<file path="src/rtl/rf_wb_pkg.sv">
// Shared defaults, entry layout and pointer sizing for the register-file write buffer.
package rf_wb_pkg;

    localparam int DEF_ADDR_BITS = 7;
    localparam int DEF_DATA_BITS = 13;
    localparam int DEF_DEPTH     = 4;

    typedef struct packed {
        logic [DEF_ADDR_BITS-1:0] addr;
        logic [DEF_DATA_BITS-1:0] data;
    } entry_t;

    // Queue pointers carry one extra wrap bit above the slot index.
    function automatic int ptr_bits(input int depth);
        return $clog2(depth) + 1;
    endfunction

endpackage

</file>
<file path="src/rtl/rf_wb_if.sv">
// Producer, register-file write port and bypass lookup signals of the write buffer.
interface rf_wb_if #(
    parameter int ADDR_BITS = rf_wb_pkg::DEF_ADDR_BITS,
    parameter int DATA_BITS = rf_wb_pkg::DEF_DATA_BITS,
    parameter int DEPTH     = rf_wb_pkg::DEF_DEPTH
) ();

    logic                                   in_valid;
    logic                                   in_ready;
    logic [ADDR_BITS-1:0]                   in_addr;
    logic [DATA_BITS-1:0]                   in_data;
    logic                                   drain_en;
    logic                                   rf_we;
    logic [ADDR_BITS-1:0]                   rf_waddr;
    logic [DATA_BITS-1:0]                   rf_wdata;
    logic [ADDR_BITS-1:0]                   lookup_addr;
    logic                                   lookup_hit;
    logic [DATA_BITS-1:0]                   lookup_data;
    logic [rf_wb_pkg::ptr_bits(DEPTH)-1:0]  count;

    modport slave (
        input  in_valid, in_addr, in_data, drain_en, lookup_addr,
        output in_ready, rf_we, rf_waddr, rf_wdata, lookup_hit, lookup_data, count
    );

    modport master (
        output in_valid, in_addr, in_data, drain_en, lookup_addr,
        input  in_ready, rf_we, rf_waddr, rf_wdata, lookup_hit, lookup_data, count
    );

endinterface

</file>
<file path="src/rtl/rf_wb_match.sv">
// Bypass lookup: compares every occupied slot against the read address and
// returns the data of the youngest match (age 0 = most recently pushed).
module rf_wb_match #(
    parameter int  ADDR_BITS = rf_wb_pkg::DEF_ADDR_BITS,
    parameter int  DATA_BITS = rf_wb_pkg::DEF_DATA_BITS,
    parameter int  DEPTH     = rf_wb_pkg::DEF_DEPTH,
    parameter type entry_t   = rf_wb_pkg::entry_t,
    localparam int IDX_BITS  = $clog2(DEPTH)
) (
    input  entry_t [DEPTH-1:0]                i_entries,
    input  logic   [DEPTH-1:0]                i_occupied,
    input  logic   [DEPTH-1:0][IDX_BITS-1:0]  i_age,
    input  logic   [ADDR_BITS-1:0]            i_lookup_addr,
    output logic                              o_hit,
    output logic   [DATA_BITS-1:0]            o_data
);

    logic [IDX_BITS-1:0] w_best_age;

    always_comb begin
        // NOTE: every output gets a value before the loop, so no path leaves it unassigned (no latch).
        o_hit      = 1'b0;
        o_data     = '0;
        w_best_age = '1;
        for (int k = 0; k < DEPTH; k++) begin
            if (i_occupied[k] && (i_entries[k].addr == i_lookup_addr) &&
                (!o_hit || (i_age[k] < w_best_age))) begin
                o_hit      = 1'b1;
                w_best_age = i_age[k];
                o_data     = i_entries[k].data;
            end
        end
    end

endmodule

</file>
<file path="src/rtl/rf_write_buffer.sv">
// In-order staging queue ahead of the register-file write port, with a
// combinational bypass lookup over all pending writes.
module rf_write_buffer
    import rf_wb_pkg::*;
#(
    parameter int ADDR_BITS = DEF_ADDR_BITS,
    parameter int DATA_BITS = DEF_DATA_BITS,
    parameter int DEPTH     = DEF_DEPTH
) (
    input  logic    clk,
    input  logic    rst_n,
    rf_wb_if.slave  bus
);

    localparam int PTR_BITS = ptr_bits(DEPTH);
    localparam int IDX_BITS = PTR_BITS - 1;

    typedef struct packed {
        logic [ADDR_BITS-1:0] addr;
        logic [DATA_BITS-1:0] data;
    } wb_entry_t;

    wb_entry_t [DEPTH-1:0]               r_mem;
    logic      [PTR_BITS-1:0]            r_wp;
    logic      [PTR_BITS-1:0]            r_rp;

    logic      [IDX_BITS-1:0]            w_wp_idx;
    logic      [IDX_BITS-1:0]            w_rp_idx;
    logic      [PTR_BITS-1:0]            w_count;
    logic                                w_empty;
    logic                                w_full;
    logic                                w_push;
    logic                                w_pop;
    logic      [DEPTH-1:0]               w_occupied;
    logic      [DEPTH-1:0][IDX_BITS-1:0] w_age;

    assign w_wp_idx = r_wp[IDX_BITS-1:0];
    assign w_rp_idx = r_rp[IDX_BITS-1:0];
    assign w_count  = r_wp - r_rp;
    assign w_empty  = (r_wp == r_rp);
    assign w_full   = (w_wp_idx == w_rp_idx) && (r_wp[PTR_BITS-1] != r_rp[PTR_BITS-1]);

    // A full queue still accepts when the head leaves in the same cycle.
    assign bus.in_ready = !w_full || bus.drain_en;
    assign w_push       = bus.in_valid && bus.in_ready;
    assign w_pop        = bus.drain_en && !w_empty;

    assign bus.rf_we    = w_pop;
    assign bus.rf_waddr = r_mem[w_rp_idx].addr;
    assign bus.rf_wdata = r_mem[w_rp_idx].data;
    assign bus.count    = w_count;

    // NOTE: state registers use non-blocking assignments so all flops update from pre-edge values.
    always_ff @(posedge clk or negedge rst_n) begin
        if (!rst_n) begin
            r_wp <= '0;
            r_rp <= '0;
        end else begin
            if (w_push) r_wp <= r_wp + PTR_BITS'(1);
            if (w_pop)  r_rp <= r_rp + PTR_BITS'(1);
        end
    end

    // NOTE: storage has no reset; emptiness is defined by the pointers alone.
    always_ff @(posedge clk) begin
        if (w_push) r_mem[w_wp_idx] <= '{addr: bus.in_addr, data: bus.in_data};
    end

    // Per-slot occupancy (offset from head below count) and age (distance behind wp).
    for (genvar k = 0; k < DEPTH; k++) begin : g_slot
        logic [IDX_BITS-1:0] w_offset;
        assign w_offset      = IDX_BITS'(k) - w_rp_idx;
        assign w_occupied[k] = ({1'b0, w_offset} < w_count);
        assign w_age[k]      = w_wp_idx - IDX_BITS'(k) - IDX_BITS'(1);
    end

    rf_wb_match #(
        .ADDR_BITS (ADDR_BITS),
        .DATA_BITS (DATA_BITS),
        .DEPTH     (DEPTH),
        .entry_t   (wb_entry_t)
    ) u_match (
        .i_entries     (r_mem),
        .i_occupied    (w_occupied),
        .i_age         (w_age),
        .i_lookup_addr (bus.lookup_addr),
        .o_hit         (bus.lookup_hit),
        .o_data        (bus.lookup_data)
    );

endmodule
</file>
<file path="src/flat_wrapper.sv">
// flat-port wrapper written by rule: the top's interface ports become plain ports
module rf_write_buffer_flat import rf_wb_pkg::*;
#(
    parameter int ADDR_BITS = DEF_ADDR_BITS,
    parameter int DATA_BITS = DEF_DATA_BITS,
    parameter int DEPTH     = DEF_DEPTH
)
  (clk, rst_n, bus_in_valid, bus_in_addr, bus_in_data, bus_drain_en, bus_lookup_addr, bus_in_ready, bus_rf_we, bus_rf_waddr, bus_rf_wdata, bus_lookup_hit, bus_lookup_data, bus_count);
  rf_wb_if #(.ADDR_BITS(ADDR_BITS), .DATA_BITS(DATA_BITS), .DEPTH(DEPTH)) bus_i ();
  input  logic clk;
  input  logic rst_n;
  input wire logic [$bits(bus_i.in_valid)-1:0] bus_in_valid;
  input wire logic [$bits(bus_i.in_addr)-1:0] bus_in_addr;
  input wire logic [$bits(bus_i.in_data)-1:0] bus_in_data;
  input wire logic [$bits(bus_i.drain_en)-1:0] bus_drain_en;
  input wire logic [$bits(bus_i.lookup_addr)-1:0] bus_lookup_addr;
  output wire logic [$bits(bus_i.in_ready)-1:0] bus_in_ready;
  output wire logic [$bits(bus_i.rf_we)-1:0] bus_rf_we;
  output wire logic [$bits(bus_i.rf_waddr)-1:0] bus_rf_waddr;
  output wire logic [$bits(bus_i.rf_wdata)-1:0] bus_rf_wdata;
  output wire logic [$bits(bus_i.lookup_hit)-1:0] bus_lookup_hit;
  output wire logic [$bits(bus_i.lookup_data)-1:0] bus_lookup_data;
  output wire logic [$bits(bus_i.count)-1:0] bus_count;
  assign bus_i.in_valid = bus_in_valid;
  assign bus_i.in_addr = bus_in_addr;
  assign bus_i.in_data = bus_in_data;
  assign bus_i.drain_en = bus_drain_en;
  assign bus_i.lookup_addr = bus_lookup_addr;
  assign bus_in_ready = bus_i.in_ready;
  assign bus_rf_we = bus_i.rf_we;
  assign bus_rf_waddr = bus_i.rf_waddr;
  assign bus_rf_wdata = bus_i.rf_wdata;
  assign bus_lookup_hit = bus_i.lookup_hit;
  assign bus_lookup_data = bus_i.lookup_data;
  assign bus_count = bus_i.count;
  rf_write_buffer #(.ADDR_BITS(ADDR_BITS), .DATA_BITS(DATA_BITS), .DEPTH(DEPTH)) u_core (.clk(clk), .rst_n(rst_n), .bus(bus_i));
endmodule
</file>
<file path="config.mk">
export PLATFORM = sky130hd
export DESIGN_NAME = rf_write_buffer_flat
export DESIGN_NICKNAME = d
export VERILOG_FILES = /design/src/rtl/rf_wb_pkg.sv /design/src/rtl/rf_wb_if.sv /design/src/rtl/rf_wb_match.sv /design/src/rtl/rf_write_buffer.sv /design/src/flat_wrapper.sv
export SDC_FILE = /design/constraint.sdc
export NUM_CORES = 1
export LEC_CHECK = 0
export CORE_ASPECT_RATIO = 1.4
export CORE_MARGIN = 2
export CORE_UTILIZATION = 55
export CTS_CLUSTER_DIAMETER = 60
export CTS_CLUSTER_SIZE = 30
export DETAILED_ROUTE_END_ITERATION = 10
export DONT_BUFFER_PORTS = 1
export HOLD_SLACK_MARGIN = 0.1
export PLACE_DENSITY = 0.7
export SLEW_MARGIN = 20
export SYNTH_ARGS = -nofsm -noshare
export SYNTH_HDL_FRONTEND = slang
export SYNTH_SLANG_ARGS = --single-unit
</file>
<file path="constraint.sdc">
create_clock -name clk -period 7.3 [get_ports clk]
set_input_delay 1.46 -clock clk [delete_from_list [all_inputs] [get_ports clk]]
set_output_delay 1.46 -clock clk [all_outputs]
set_load 0.1 [all_outputs]
</file>
==> results_dict.tcl, run 1 <==
set metrics [dict create \
    worst_pin_slew_ns 0.822 \
    grt-ovfl-total 0 \
    syn_inst 307 \
    status "complete, no violations" \
    rsz0062_at_grt "false" \
    clk_path_buf_depth 2 \
    finalCritPeriodShare_pct 93.6 \
    min_path_type "flop to flop" \
    drt-initial-drc-count 144 \
    r2r_slack_ns 4.29 \
    num_antenna_cells 0 \
    cp_top_family "adder cells" \
    slowest_delay_ns 0.58 \
    grt_pass1_wl_mm 15.3 \
    areaGrowthSynthToFinish_pct 20.9 \
    grt_usage_pct 23.7 \
    drive_above_1_share_pct 25.0 \
    die_w_um 80.6 \
    initial_core_util_pct 56.1 \
    synth-edff-count 80 \
    die_y_um 111 \
    ys.warnings.count 0 \
    first_global_vias 2826 \
    min_period_ns 6.83 \
    syn_nets 355 \
    ys_ff_latch 86 \
    gp_congestion 0.858 \
    worstSetupPathType "flop to output pin" \
    slew_viol_final 0 \
    ant_nets 0 \
    critical_path_buf_inv_count 5 \
    grt_max_degree 23 \
    dieArea_um2 8960 \
    syn_area_per_cell_um2 14.7 \
    path_cells "inv_1 -> ha_1 -> inv_1 -> fa_2 -> inv_1 -> ha_1 -> a21oi_1 -> o2111a_1 -> o21a_1 -> nand2_1 -> o21ai_0 -> ha_1 -> nor2_1 -> o2bb2ai_4 -> nand2_1 -> o21a_1 -> ha_1 -> or2_2 -> a21oi_4 -> a21oi_4 -> buf_6 -> mux2i_4 -> buf_12" \
    hold_violations 0 \
    final.setup.tns_ns 0 \
    async_flop_share_pct 6.98 \
    remaining_drc_errors 0 \
    grt_antenna_before_repair 0 \
    cp.required_ns 5.84 \
    reg2regPathDepth 7 \
    crit_path_start_kind "flop" \
    cts-root-buf "clkbuf_16" \
    h-tree-depth 3 \
    cts_tree "done" \
    ys.flop_type "edfxtp_1" \
    io_pins 70 \
    setup.worst_path.start "u_core.r_wp[0]$_DFFE_PN0P_" \
    syn_area_um2 4520 \
    dp_hpwl_mm 6.76 \
    r2r-end "u_core.r_mem[61]$_DFFE_PP_" \
    fp-row-count 39 \
    numCtsBuffers 9 \
    fin_worst_skew_ns 0.00749 \
    clk_pin_slew_worst_paths_ns 0.06 \
    vias 2655 \
    critPathMaxFanout 9 \
    setup_viol 0 \
    slew_headroom_pct 45.1 \
    max_freq_mhz 146 \
    cp_slowest_cell "fa_2" \
    layout.nets 383 \
    ys_seq_area_share_pct 56.5 \
    crit-reg2reg-launch "u_core.r_rp[0]$_DFFE_PN0P_" \
    cp.arrival_ns 5.37 \
    routedWlPerCell_um 21.7 \
    portBuffers 0 \
    crit_end "bus_lookup_data[9]" \
    critPathCaptureType "output pin" \
    yosysUniqueCellTypes 41 \
    cts.sinks 86 \
    finalWirelength_mm 9.59 \
    cpMostUsedCell "ha_1" \
    core_area_um2 8050 \
    drt_first_pass_iters 4 \
    clk_latency_ns 0.34 \
    viasPerCell 6.01 \
    drv_cap 0 \
    crit_cells 23 \
]
==> area by class of cell <==
| class | instances | area [um2] |
|---|---|---|
| Inverter | 36 | 135 |
| Clock inverter | 4 | 71.3 |
| Timing Repair Buffer | 29 | 404 |
| Clock buffer | 12 | 236 |
| Sequential cell | 86 | 2550 |
| Multi-Input combinational cell | 173 | 1930 |
| Fill cell | 562 | 2590 |
| Tap cell | 102 | 128 |
==> kinds of logic after synthesis <==
group                    Yosys count  share of synthesized area [%]
buffers and inverters             48                           4.49
flip-flops                        86                           56.5
multiplexers                      47                           16.0
AO/OA/AOI/OAI                     48                           7.84
XOR/XNOR                          34                           6.93
AND/OR/NAND/NOR                   27                           3.41
adder cells (fa/ha/maj)           17                           4.88
==> sequential cells by signal (all words and copies together) (netlist names) <==
name	flops
u_core.r_rp	3
u_core.r_mem	80
u_core.r_wp	3
==> layer usage <==
metal / routed length, um / vias to the layer above / global-route usage, %
met3: 564 / 14 / 5.37
met4: 218 / 0 / 9.83
met2: 5200 / 74 / 40.4
met1: 3610 / 1359 / 28.5
li1: - / 1208 / -
met5: 0 / - / 0
==> synthesized netlist by cell type, types with 2 or more instances <==
master / count / share of area [%]
xor2_1: 24 / 4.7
ha_1: 16 / 4.4
a21oi_4: 2 / 0.72
mux2i_1: 27 / 6.0
dfrtp_1: 6 / 3.3
o211ai_1: 13 / 2.2
xnor2_1: 8 / 1.6
inv_1: 36 / 3.0
o211a_1: 2 / 0.44
o21a_1: 2 / 0.33
mux4_2: 20 / 10
o21ai_1: 2 / 0.22
nor2_1: 5 / 0.42
nor3_1: 3 / 0.33
buf_1: 2 / 0.17
a21oi_1: 4 / 0.44
and3_1: 4 / 0.55
o21ai_0: 17 / 1.9
nor4_1: 3 / 0.42
edfxtp_1: 80 / 53
nand2_1: 5 / 0.42
clkbuf_1: 7 / 0.58
==> what timing repair did <==
action | 4_1_cts | 5_1_grt
resized for setup | 0 | 1
buffers inserted | 0 | 1
hold buffers | 0 | 0
setup endpoints to repair | 0 | 9
==> metrics by stage <==
stage	instances	instance area [um2]	util, %	setup slack [ns]	hold WS (ns)
floorplan	307	4680	-	0.0271	0.495
global placement	425	5140	63.9	0.602	0.510
detailed placement	425	5140	63.9	0.468	0.516
CTS	441	5450	67.7	0.0996	0.527
global route	442	5460	67.8	0.159	0.546
finish	442	5460	67.8	0.465	0.521
==> worst min-delay path by stage <==
stage	slack, ns	cells after the start	start	end
detailed placement	0.52	1	u_core.r_rp[2]$_DFFE_PN0P_	u_core.r_rp[2]$_DFFE_PN0P_
finish	0.52	1	u_core.r_rp[2]$_DFFE_PN0P_	u_core.r_rp[2]$_DFFE_PN0P_
floorplan	0.50	1	u_core.r_rp[2]$_DFFE_PN0P_	u_core.r_rp[2]$_DFFE_PN0P_
global placement	0.51	1	u_core.r_rp[2]$_DFFE_PN0P_	u_core.r_rp[2]$_DFFE_PN0P_
CTS	0.53	1	u_core.r_rp[2]$_DFFE_PN0P_	u_core.r_rp[2]$_DFFE_PN0P_
global route	0.55	1	u_core.r_rp[2]$_DFFE_PN0P_	u_core.r_rp[2]$_DFFE_PN0P_
==> layout by cell type, fill, tap and decap left out, drive strengths merged <==
cell type	count
a21o	1
a21oi	6
a221oi	1
a31oi	1
and2	1
and3	4
buf	29
bufinv	2
clkbuf	12
clkinv	1
clkinvlp	1
dfrtp	6
edfxtp	80
fa	1
ha	16
inv	36
mux2i	27
mux4	20
nand2	5
nand2b	1
nand4	1
nand4b	1
nor2	5
nor3	3
nor4	4
o2111a	1
o211a	2
o211ai	14
o21a	2
o21ai	19
o2bb2ai	1
or2	1
or3	1
xnor2	9
xor2	25
Power of run 1 is left out: the tool's default activity adds up to more than one toggle a clock period on the data nets, which glitch-free logic cannot reach.
==> run 2: changes to the inputs <==
==> constraint.sdc (replaced) <==
create_clock -name clk -period 6.3 [get_ports clk]
set_input_delay 1.26 -clock clk [delete_from_list [all_inputs] [get_ports clk]]
set_output_delay 1.26 -clock clk [all_outputs]
set_load 0.1 [all_outputs]
==> run 2 against run 1 <==
Clock-buffer cell count fell by 2. Core utilization grew 1.8 points. Non-clock buffer count is 12 higher. Highest routed layer unchanged. Clock skew shrank 0.0016 ns. Final cell count is 2.5% higher.
==> results_dict.tcl, run 2 (synthesized netlist as in run 1, its figures left out) <==
set metrics [dict create \
    grt_usage_pct 24.0 \
    h-tree-depth 3 \
    fillers 549 \
    largestRegisters "u_core.r_mem: 80 flops, u_core.r_rp: 3 flops, u_core.r_wp: 3 flops" \
    slew_headroom_pct 45.3 \
    io_pins 70 \
    fin_worst_skew_ns 0.00588 \
    drt_first_pass_iters 4 \
    grt_antenna_before_repair 0 \
    drv_cap 0 \
    clk_path_buf_depth 2 \
    cts_hold_buf 0 \
    place_area_um2 5280 \
    drt-initial-drc-count 154 \
    slowest_delay_ns 0.60 \
    final_common_cell "edfxtp_1" \
    status "complete, no violations" \
    regArea_um2 2550 \
    areaGrowthSynthToFinish_pct 24.0 \
    cpMostUsedCell "ha_1" \
    core_area_um2 8050 \
    numCtsBuffers 9 \
    cp.arrival_ns 4.78 \
    viasPerCell 6.05 \
    cp_slowest_cell "fa_2" \
    crit_path_start_kind "flop" \
    vias 2740 \
    regMostFlops "u_core.r_mem" \
    ant_nets 0 \
    multi_input_area_um2 1980 \
    min_period_ns 6.04 \
    clk_pin_slew_worst_paths_ns 0.06 \
    grt_pass1_wl_mm 15.4 \
    dp_slack_ns -0.106 \
    cts-root-buf "clkbuf_16" \
    setup_viol 0 \
    critical_path_buf_inv_count 5 \
    critPathCaptureType "output pin" \
    clk_latency_ns 0.34 \
    grt_max_degree 23 \
    initial_core_util_pct 56.1 \
    cts_tree "done" \
    critPathMaxFanout 6 \
    worst_pin_slew_ns 0.819 \
    max_freq_mhz 166 \
    setup_ws_ns 0.261 \
    final_cell_mix "edfxtp_1 (80), inv_1 (33), xor2_1 (24)" \
    layout.nets 395 \
    dieArea_um2 8960 \
    rsz0062_at_grt "false" \
    fp-row-count 39 \
    hold_violations 0 \
    worstSetupPathType "flop to output pin" \
    finalWirelength_mm 9.90 \
    num_antenna_cells 0 \
    largest_reg_flops 80 \
    path_cells "inv_4 -> ha_4 -> inv_2 -> fa_2 -> inv_4 -> ha_1 -> a21oi_1 -> o2111a_1 -> a21oi_1 -> mux2i_1 -> o21ai_1 -> ha_1 -> nor2_2 -> o2bb2ai_4 -> nand2_1 -> o21a_1 -> ha_1 -> or2_4 -> a21oi_4 -> a21oi_4 -> buf_12 -> mux2i_4 -> buf_12" \
    cp.required_ns 5.04 \
    final_cell_area_um2 5600 \
    gp_congestion 0.807 \
    die_w_um 80.6 \
    remaining_drc_errors 0 \
    grt-ovfl-total 0 \
    slew_viol_final 0 \
    first_global_vias 2966 \
    r2r_slack_ns 3.68 \
    utilization_pct 69.6 \
    drive_above_1_share_pct 30.8 \
    cp_top_family "adder cells" \
    die_y_um 111 \
    portBuffers 0 \
    finalCritPeriodShare_pct 95.8 \
    cts.sinks 86 \
    min_path_type "flop to flop" \
    dp_hpwl_mm 6.70 \
    routedWlPerCell_um 21.9 \
]
==> run 2: cell type report <==
| cell class | instances | share of cell area, % |
|---|---|---|
| inverter | 36 | 2.50 |
| clock inverter | 5 | 1.05 |
| timing repair buffer | 41 | 9.18 |
| multi-input combinational | 173 | 35.3 |
| tap | 102 | 2.28 |
| clock buffer | 10 | 4.09 |
| sequential | 86 | 45.6 |
==> run 2: timing repair <==
item	CTS	global route
hold endpoints to repair	0	0
endpoints found under the setup margin	13	5
pin swaps	0	0
gates resized for setup	0	4
setup buffers	2	0
==> run 2: routing by layer <==
metal	track usage, %	routed length, um	share of wire, %	up-vias
met1	25.7	3440	35	1398
met2	43.6	5640	57	86
met3	5.13	570	5.8	20
met4	11.3	246	2.5	0
li1	-	-	-	1236
met5	0	0	0	-
==> run 2: final timing paths <==
| path | from | endpoint | depth (start not counted) |
|---|---|---|---|
| worst max-delay path | u_core.r_wp[0]$_DFFE_PN0P_ | bus_lookup_data[9] | 23 |
| min in group asynchronous | rst_n | u_core.r_rp[0]$_DFFE_PN0P_ | 0 |
| max in group asynchronous | rst_n | u_core.r_wp[0]$_DFFE_PN0P_ | 0 |
| worst min register to register | u_core.r_wp[2]$_DFFE_PN0P_ | u_core.r_wp[2]$_DFFE_PN0P_ | 1 |
| worst max register to register | u_core.r_rp[0]$_DFFE_PN0P_ | u_core.r_mem[66]$_DFFE_PP_ | 6 |
| worst min-delay path | u_core.r_wp[2]$_DFFE_PN0P_ | u_core.r_wp[2]$_DFFE_PN0P_ | 1 |
==> run 2: stage by stage <==
stage	instances	hold slack, ns	TNS (ns)
4_1_cts	453	0.526	0
3_3_place_gp	436	0.512	-0.0780
6_report	453	0.525	0
5_1_grt	453	0.533	0
2_1_floorplan	307	0.495	-5.25
3_5_place_dp	436	0.518	-0.417
Power of run 2 is left out for the same reason.
